[src/rtl/serial_mod_pkg.sv]
// Shared widths, defaults and modular helpers for the serial divisibility checker.
package serial_mod_pkg;

    localparam int DEF_DIVISOR   = 3;
    localparam int DEF_LSB_FIRST = 0;
    localparam int DEF_CNT_W     = 16;
    localparam int MOD_W         = 9;

    function automatic int rem_width(input int divisor);
        int w;
        w = 0;
        for (int i = 0; i < MOD_W; i++) begin
            if ((1 << i) < divisor) begin
                w = i + 1;
            end
        end
        return w;
    endfunction

    // Operands must satisfy a + b < 2*divisor so one subtract suffices.
    function automatic logic [MOD_W-1:0] mod_add(
        input logic [MOD_W-1:0] a,
        input logic [MOD_W-1:0] b,
        input logic [MOD_W-1:0] divisor
    );
        logic [MOD_W-1:0] s;
        s = a + b;
        return (s >= divisor) ? (s - divisor) : s;
    endfunction

endpackage

[src/rtl/mod_n_step.sv]
// One serial modular step: folds a single bit into a remainder.
module mod_n_step
    import serial_mod_pkg::*;
#(
    parameter int DIVISOR = DEF_DIVISOR,
    localparam int REM_W  = rem_width(DIVISOR)
) (
    input  logic [REM_W-1:0] base_rem,
    input  logic [REM_W-1:0] base_weight,
    input  logic             data_bit,
    input  logic             lsb_first,
    output logic [REM_W-1:0] next_rem,
    output logic [REM_W-1:0] next_weight
);

    localparam logic [MOD_W-1:0] DIV_M = MOD_W'(DIVISOR);

    always_comb begin
        next_rem    = '0;
        next_weight = '0;
        if (lsb_first) begin
            next_rem = REM_W'(mod_add(
                MOD_W'(base_rem),
                data_bit ? MOD_W'(base_weight) : '0,
                DIV_M));
            next_weight = REM_W'(mod_add(
                MOD_W'(base_weight),
                MOD_W'(base_weight),
                DIV_M));
        end else begin
            next_rem = REM_W'(mod_add(
                MOD_W'({base_rem, data_bit}),
                '0,
                DIV_M));
            next_weight = base_weight;
        end
    end

endmodule

[config.mk]
export PLATFORM = sky130hd
export DESIGN_NAME = mod_n_step
export DESIGN_NICKNAME = d
export VERILOG_FILES = /design/src/rtl/serial_mod_pkg.sv /design/src/rtl/mod_n_step.sv
export SDC_FILE = /design/constraint.sdc
export NUM_CORES = 1
export LEC_CHECK = 0
export BUFFER_PORTS_ARGS = -buffer_cell sky130_fd_sc_hd__buf_2
export CAP_MARGIN = 5
export CORE_AREA = 4 4 41 43
export DETAILED_ROUTE_END_ITERATION = 10
export DIE_AREA = 0 0 45 47
export PLACE_DENSITY = 0.38
export SLEW_MARGIN = 15
export SYNTH_ARGS = -nofsm -noshare
export SYNTH_HDL_FRONTEND = slang
export SYNTH_SLANG_ARGS = --single-unit
export TNS_END_PERCENT = 20
[constraint.sdc]
create_clock -name vclk -period 2.5
set_input_delay 0.25 -clock vclk [all_inputs]
set_output_delay 0.25 -clock vclk [all_outputs]
set_load 0.005 [all_outputs]
==> impl_metrics.yaml, run 1 <==
synth:
  synth.top_cell.area_share_pct: 19.1
  avgSynthCellArea_um2: 8.18
  postSynthCellCount: 24
  synthTopCellsByCount: "ha_1 (3), inv_1 (3), mux2_2 (2), nor2_1 (2), o211ai_1 (2)"
  syn_area_um2: 196
  seq_area_frac_synth_pct: 0
  synth_fp_nets: 34
  yosysUniqueCellTypes: 17
  yosysTopAreaCell: "ha_1"
  ys_warn_count: 0
  synth_area_leaders: "ha_1 (19%), mux2_2 (11%), fa_1 (10%)"
global_routing:
  grt.total_usage_pct: 4.26
  grt_pass1_wl_um: 683
  antenna_found_initial: 0
  grt.overflow.total: 0
  grt_pass1_vias: 171
  grt_max_degree: 7
run:
  maxCapViolations: 0
power_and_ir_drop:
  p_per_area_nw_per_um2: 210
  vdd_ir_drop_max_uv: 54.0
  power_leakage_nw: 0.116
detailed_routing:
  drt_wl_total_um: 473
  firstDrtPassIters: 4
  wire_per_inst_um: 9.65
  vias: 211
  drc_errors: 0
  drt_iter0_markers: 7
  via_per_inst: 4.31
  ant_nets: 0
sta:
  slew_headroom_pct: 81.7
  setup_viol: 0
  tns_ns: 0
  finalCritPeriodShare_pct: 90.6
  holdWs_ns: 0.825
  drv_slew: 0
  tightest_slew_ns: 0.273
  rsz0062_at_grt: "no"
  timing.fmax_mhz: 442
  fin_crit_ns: 2.26
  hold_violations: 0
worst_setup_path:
  path_max_fanout: 6
  cp-start-kind: "input port"
  worst-setup-path-type: "in -> out"
  end_kind: "output port"
  worstPathRequired_ns: 2.25
  cp_data_arrival_time_ns: 2.01
hold_path:
  hold_path_class: "in -> out"
clock_network:
  ctsHoldBuffers: 0
  cts_setup_buffers: 0
  post_cts_resized: 0
floorplan:
  initial_core_util_pct: 15.1
  core-area_um2: 1300
  dieWidth_um: 45
  dieArea_um2: 2120
  fp-row-count: 13
  io_pins: 10
  fp.dieH_um: 47
placement:
  dp_hpwl_um: 444
  gp_congestion: 0.707
  io_buffers: 10
layout:
  drive_above_1_share_pct: 38.2
  synthToLayoutAreaGrowth_pct: 35.0
  num-nets-final: 46
  n_antenna_cell: 0
  nFlopsAndLatches: 0
  register_area_um2: 0
  nFillCells: 149
  clkbuf_count: 0
status:
  status: "finished clean"
==> report_power, final <==
group / switching (W) / leakage (nW) / internal, W / total [W]
clock network: 0 / 0 / 0 / 0
logic: 0.0000268 / 0.116 / 0.0000289 / 0.0000557
registers: 0 / 0 / 0 / 0
==> layer usage <==
metal	GRT usage, %	wire length [µm]
met2	7.91	207
met5	0	0
met4	0	0
met3	0.383	51
met1	5.64	213
==> logic make-up after synthesis <==
| group | after synthesis | synth area share (%) |
|---|---|---|
| simple gates | 10 | 34.4 |
| fa+ha+maj | 4 | 29.3 |
| compound gates | 5 | 19.1 |
| mux | 2 | 11.5 |
| buf+inv | 3 | 5.73 |
==> layout make-up <==
cell class	instances	area [µm²]	share of cell area (%)
inverters	3	11.3	4.25
repair buffers	10	50.0	18.9
multi-input cells	21	185	69.8
well taps	15	18.8	7.08
==> per-stage QoR <==
| stage | total power (W) | utilization (%) | setup WS [ns] | area, µm² | std cells |
|---|---|---|---|---|---|
| finish | 0.0000557 | 20.4 | 0.236 | 265 | 49 |
| global route | 0.0000636 | 20.4 | 0.0880 | 265 | 49 |
| floorplan | 0.0000349 | - | 0.571 | 196 | 24 |
| global placement | 0.0000544 | 20.4 | 0.259 | 265 | 49 |
| CTS | 0.0000567 | 20.4 | 0.234 | 265 | 49 |
| detailed placement | 0.0000564 | 20.4 | 0.249 | 265 | 49 |
==> worst paths after layout <==
kind      startpoint        endpoint  slack, ns  cells past startpoint
max         data_bit     next_rem[0]       0.24                     11
min   base_weight[0]  next_weight[0]       0.83                      3
==> cells in the final DEF (no fill, tap or decap) <==
cell | Yosys | routed
nand2_1 | 1 | 1
and2_1 | 1 | 1
nor2_1 | 2 | 2
nor3_1 | 1 | 1
fa_1 | 1 | 1
nand3b_1 | 1 | 1
o31a_1 | 1 | 1
nor4b_2 | 1 | 1
ha_1 | 3 | 3
mux2_2 | 2 | 2
o32ai_1 | 1 | 1
nor3b_1 | 1 | 1
inv_1 | 3 | 3
o21ai_1 | 1 | 1
buf_2 | 0 | 10
nand4b_1 | 1 | 1
o211ai_1 | 2 | 2
nor2b_1 | 1 | 1
==> critical path, stage by stage <==
cell,delay [ns]
buf_2,0.13
and2_1,0.13
ha_1,0.13
inv_1,0.04
fa_1,0.53
inv_1,0.06
ha_1,0.21
nand4b_1,0.17
o211ai_1,0.10
o31a_1,0.16
buf_2,0.11
Note: power is estimated with default switching activity, not from simulation.
==> run 2: changes to the inputs <==
--- a/config.mk
+++ b/config.mk
@@ -7,10 +7,12 @@
 export LEC_CHECK = 0
 export BUFFER_PORTS_ARGS = -buffer_cell sky130_fd_sc_hd__buf_2
 export CAP_MARGIN = 5
+export CELL_PAD_IN_SITES_DETAIL_PLACEMENT = 0
+export CELL_PAD_IN_SITES_GLOBAL_PLACEMENT = 1
 export CORE_AREA = 4 4 41 43
 export DETAILED_ROUTE_END_ITERATION = 10
 export DIE_AREA = 0 0 45 47
-export PLACE_DENSITY = 0.38
+export PLACE_DENSITY = 0.47
 export SLEW_MARGIN = 15
 export SYNTH_ARGS = -nofsm -noshare
 export SYNTH_HDL_FRONTEND = slang
==> run 2 against run 1 <==
Critical path depth unchanged. Sequential cell count unchanged. Power down 0.15%. Via count up 3.8%. Non-clock buffer count unchanged. Combinational power about the same. Wire length up 2.3%. Sequential share of layout area unchanged. Count of clock-buffer cells in the layout unchanged. Die area unchanged. Design area unchanged. Critical path type unchanged. Highest routed layer unchanged.
==> impl_metrics.yaml, run 2 (synthesized netlist as in run 1, its figures left out) <==
status:
  status: "finished clean"
detailed_routing:
  drt_wl_total_um: 484
  vias: 219
  firstDrtPassIters: 3
  drt_iter0_markers: 1
  wire_per_inst_um: 9.88
  via_per_inst: 4.47
  ant_nets: 0
  drc_errors: 0
sta:
  rsz0062_at_grt: "no"
  fin_crit_ns: 2.27
  holdWs_ns: 0.818
  slew_headroom_pct: 81.1
  setup_viol: 0
  finalCritPeriodShare_pct: 90.7
  timing.fmax_mhz: 441
  tns_ns: 0
  tightest_slew_ns: 0.282
  drv_slew: 0
  setup_ws_ns: 0.233
  hold_violations: 0
global_routing:
  grt.overflow.total: 0
  grt_pass1_wl_um: 690
  grt_pass1_vias: 182
  grt_max_degree: 7
  grt.total_usage_pct: 4.18
  antenna_found_initial: 0
clock_network:
  ctsHoldBuffers: 0
  post_cts_resized: 0
  cts_setup_buffers: 0
layout:
  nFillCells: 164
  clkbuf_count: 0
  final_cell_mix: "buf_2 (10), inv_1 (3), ha_1 (3)"
  multi_input_area_um2: 185
  nFlopsAndLatches: 0
  mostFrequentLayoutCell: "buf_2"
  n_antenna_cell: 0
  register_area_um2: 0
  drive_above_1_share_pct: 38.2
  synthToLayoutAreaGrowth_pct: 35.0
  num-nets-final: 46
floorplan:
  core-area_um2: 1300
  fp-row-count: 13
  initial_core_util_pct: 15.1
  fp.dieH_um: 47
  dieWidth_um: 45
  io_pins: 10
  dieArea_um2: 2120
run:
  maxCapViolations: 0
placement:
  dp_slack_ns: 0.208
  io_buffers: 10
  gp_congestion: 0.757
worst_setup_path:
  cp-start-kind: "input port"
  worst-setup-path-type: "in -> out"
  worstPathRequired_ns: 2.25
  end_kind: "output port"
  cp_data_arrival_time_ns: 2.02
  path_max_fanout: 6
power_and_ir_drop:
  p_per_area_nw_per_um2: 210
  vdd_ir_drop_max_uv: 29.7
  p_total_w: 0.0000556
  power_leakage_nw: 0.116
hold_path:
  hold_path_class: "in -> out"
==> run 2: cell counts in the layout (fill, tap and decap cells not counted) <==
No cell type changed its count.
==> run 2: where the power goes <==
group / internal (W) / total (W) / switching, W / leakage [nW]
Combinational: 0.0000288 / 0.0000556 / 0.0000268 / 0.116
Clock: 0 / 0 / 0 / 0
Sequential: 0 / 0 / 0 / 0
Total: 0.0000288 / 0.0000556 / 0.0000268 / 0.116
==> run 2: final timing paths <==
kind	from	to	slack, ns	cells past startpoint
max	data_bit	next_rem[0]	0.23	11
min	base_weight[0]	next_weight[0]	0.82	3
==> run 2: area by class of cell <==
cell class / count / area share, %
inverter: 3 / 4.25
tap: 15 / 7.08
timing repair buffer: 10 / 18.9
multi-input combinational: 21 / 69.8
==> run 2: layer usage <==
layer	global-route usage (%)	vias to the layer above	part of all wire, %
li1	-	114	-
met1	4.30	101	36
met2	9.32	4	57
met3	0.383	0	6.6
met4	0	0	0
met5	0	-	0
==> run 2: stage by stage <==
step / utilization (%) / std cells / area, µm²
final: 20.4 / 49 / 265
after global routing: 20.4 / 49 / 265
after CTS: 20.4 / 49 / 265
after detailed placement: 20.4 / 49 / 265
after global placement: 20.4 / 49 / 265
after floorplan: - / 24 / 196
==> run 2: critical path, stage by stage <==
cell      delay, ns
buf_2          0.12
and2_1         0.13
ha_1           0.13
inv_1          0.04
fa_1           0.52
inv_1          0.05
ha_1           0.21
nand4b_1       0.18
o211ai_1       0.11
o31a_1         0.16
buf_2          0.11
==> run 3: changes to the inputs <==
--- a/config.mk
+++ b/config.mk
@@ -9,9 +9,9 @@
 export CAP_MARGIN = 5
 export CELL_PAD_IN_SITES_DETAIL_PLACEMENT = 0
 export CELL_PAD_IN_SITES_GLOBAL_PLACEMENT = 1
-export CORE_AREA = 4 4 41 43
+export CORE_AREA = 2 2 39 41
 export DETAILED_ROUTE_END_ITERATION = 10
-export DIE_AREA = 0 0 45 47
+export DIE_AREA = 0 0 41 43
 export PLACE_DENSITY = 0.47
 export SLEW_MARGIN = 15
 export SYNTH_ARGS = -nofsm -noshare
==> run 3 against run 2 <==
Die area decreased by 17%. Power decreased by 0.21%. Wire length decreased by 11%. Critical path depth unchanged. Largest cell class unchanged. Count of clock-buffer cells in the layout unchanged. Non-clock buffer count unchanged. Fmax increased by 1.1%. Sequential share of layout area unchanged. Final cell count increased by 2.0%. Global-route usage increased by 0.52 points. Worst hold slack improved by 0.0033 ns. Utilization decreased by 1.1 points.
==> impl_metrics.yaml, run 3 (synthesized netlist as in run 1, its figures left out) <==
sta:
  finalCritPeriodShare_pct: 89.7
  drv_slew: 0
  timing.fmax_mhz: 446
  fin_crit_ns: 2.24
  hold_violations: 0
  setup_viol: 0
  holdWs_ns: 0.821
  tns_ns: 0
  rsz0062_at_grt: "no"
  tightest_slew_ns: 0.260
  slew_headroom_pct: 82.6
detailed_routing:
  drc_errors: 0
  wire_per_inst_um: 8.64
  via_per_inst: 4.38
  drt_iter0_markers: 1
  drt_wl_total_um: 432
  vias: 219
  ant_nets: 0
  firstDrtPassIters: 2
clock_network:
  ctsHoldBuffers: 0
  cts_setup_buffers: 0
  post_cts_resized: 0
layout:
  n_antenna_cell: 0
  register_area_um2: 0
  num-nets-final: 46
  stdcell_count: 50
  drive_above_1_share_pct: 38.2
  clkbuf_count: 0
  final_cell_mix: "buf_2 (10), inv_1 (3), ha_1 (3)"
  synthToLayoutAreaGrowth_pct: 35.7
  final_util_pct: 19.3
  mostFrequentLayoutCell: "buf_2"
  nFillCells: 164
  nFlopsAndLatches: 0
run:
  maxCapViolations: 0
floorplan:
  core-area_um2: 1380
  dieWidth_um: 41
  io_pins: 10
  fp-row-count: 14
  dieArea_um2: 1760
  fp.dieH_um: 43
  initial_core_util_pct: 14.2
placement:
  io_buffers: 10
  gp_congestion: 0.572
  dp.cells: 50
worst_setup_path:
  end_kind: "output port"
  cp-start-kind: "input port"
  cp_data_arrival_time_ns: 1.99
  path_max_fanout: 6
  worst-setup-path-type: "in -> out"
  worstPathRequired_ns: 2.25
power_and_ir_drop:
  p_per_area_nw_per_um2: 208
  power_leakage_nw: 0.116
  vdd_ir_drop_max_uv: 20.8
  p_total_w: 0.0000555
global_routing:
  grt_max_degree: 7
  grt.overflow.total: 0
  antenna_found_initial: 0
  grt_pass1_vias: 173
  grt_pass1_wl_um: 607
  grt.total_usage_pct: 4.70
status:
  status: "finished clean"
hold_path:
  hold_path_class: "in -> out"
==> run 3: per-layer routing <==
metal	global-route usage (%)	vias up	wire, µm
met1	4.14	103	145
met4	0	0	0
met3	0	0	30
li1	-	111	-
met2	10.6	5	255
met5	0	-	0
==> run 3: per-stage QoR <==
stage / setup WS (ns) / cell area (µm²)
floorplan: 0.571 / 196
global placement: 0.261 / 267
detailed placement: 0.235 / 267
CTS: 0.223 / 267
global route: 0.124 / 267
finish: 0.257 / 267
==> run 3: cell type report <==
class,instances,area [µm²],share of cell area (%)
Tap cell,16,20.0,7.51
Multi-Input combinational cell,21,185,69.5
Inverter,3,11.3,4.23
Timing Repair Buffer,10,50.0,18.8
==> run 3: worst max-delay path, stage by stage <==
cell and delay (ns):
buf_2 0.13, and2_1 0.13, ha_1 0.13, inv_1 0.04, fa_1 0.52, inv_1 0.05
ha_1 0.21, nand4b_1 0.17, o211ai_1 0.10, o31a_1 0.15, buf_2 0.10
==> run 3: report_power, final <==
| part | internal [W] | total, W | leakage, nW | switching (W) |
|---|---|---|---|---|
| Combinational | 0.0000290 | 0.0000555 | 0.116 | 0.0000265 |
| Sequential | 0 | 0 | 0 | 0 |
| Clock | 0 | 0 | 0 | 0 |
==> run 3: path summary, 6_finish.rpt <==
check                   endpoint  slack (ns)  depth (start not counted)      startpoint
hold / removal    next_weight[1]        0.82                          3  base_weight[0]
setup / recovery     next_rem[0]        0.26                         11        data_bit
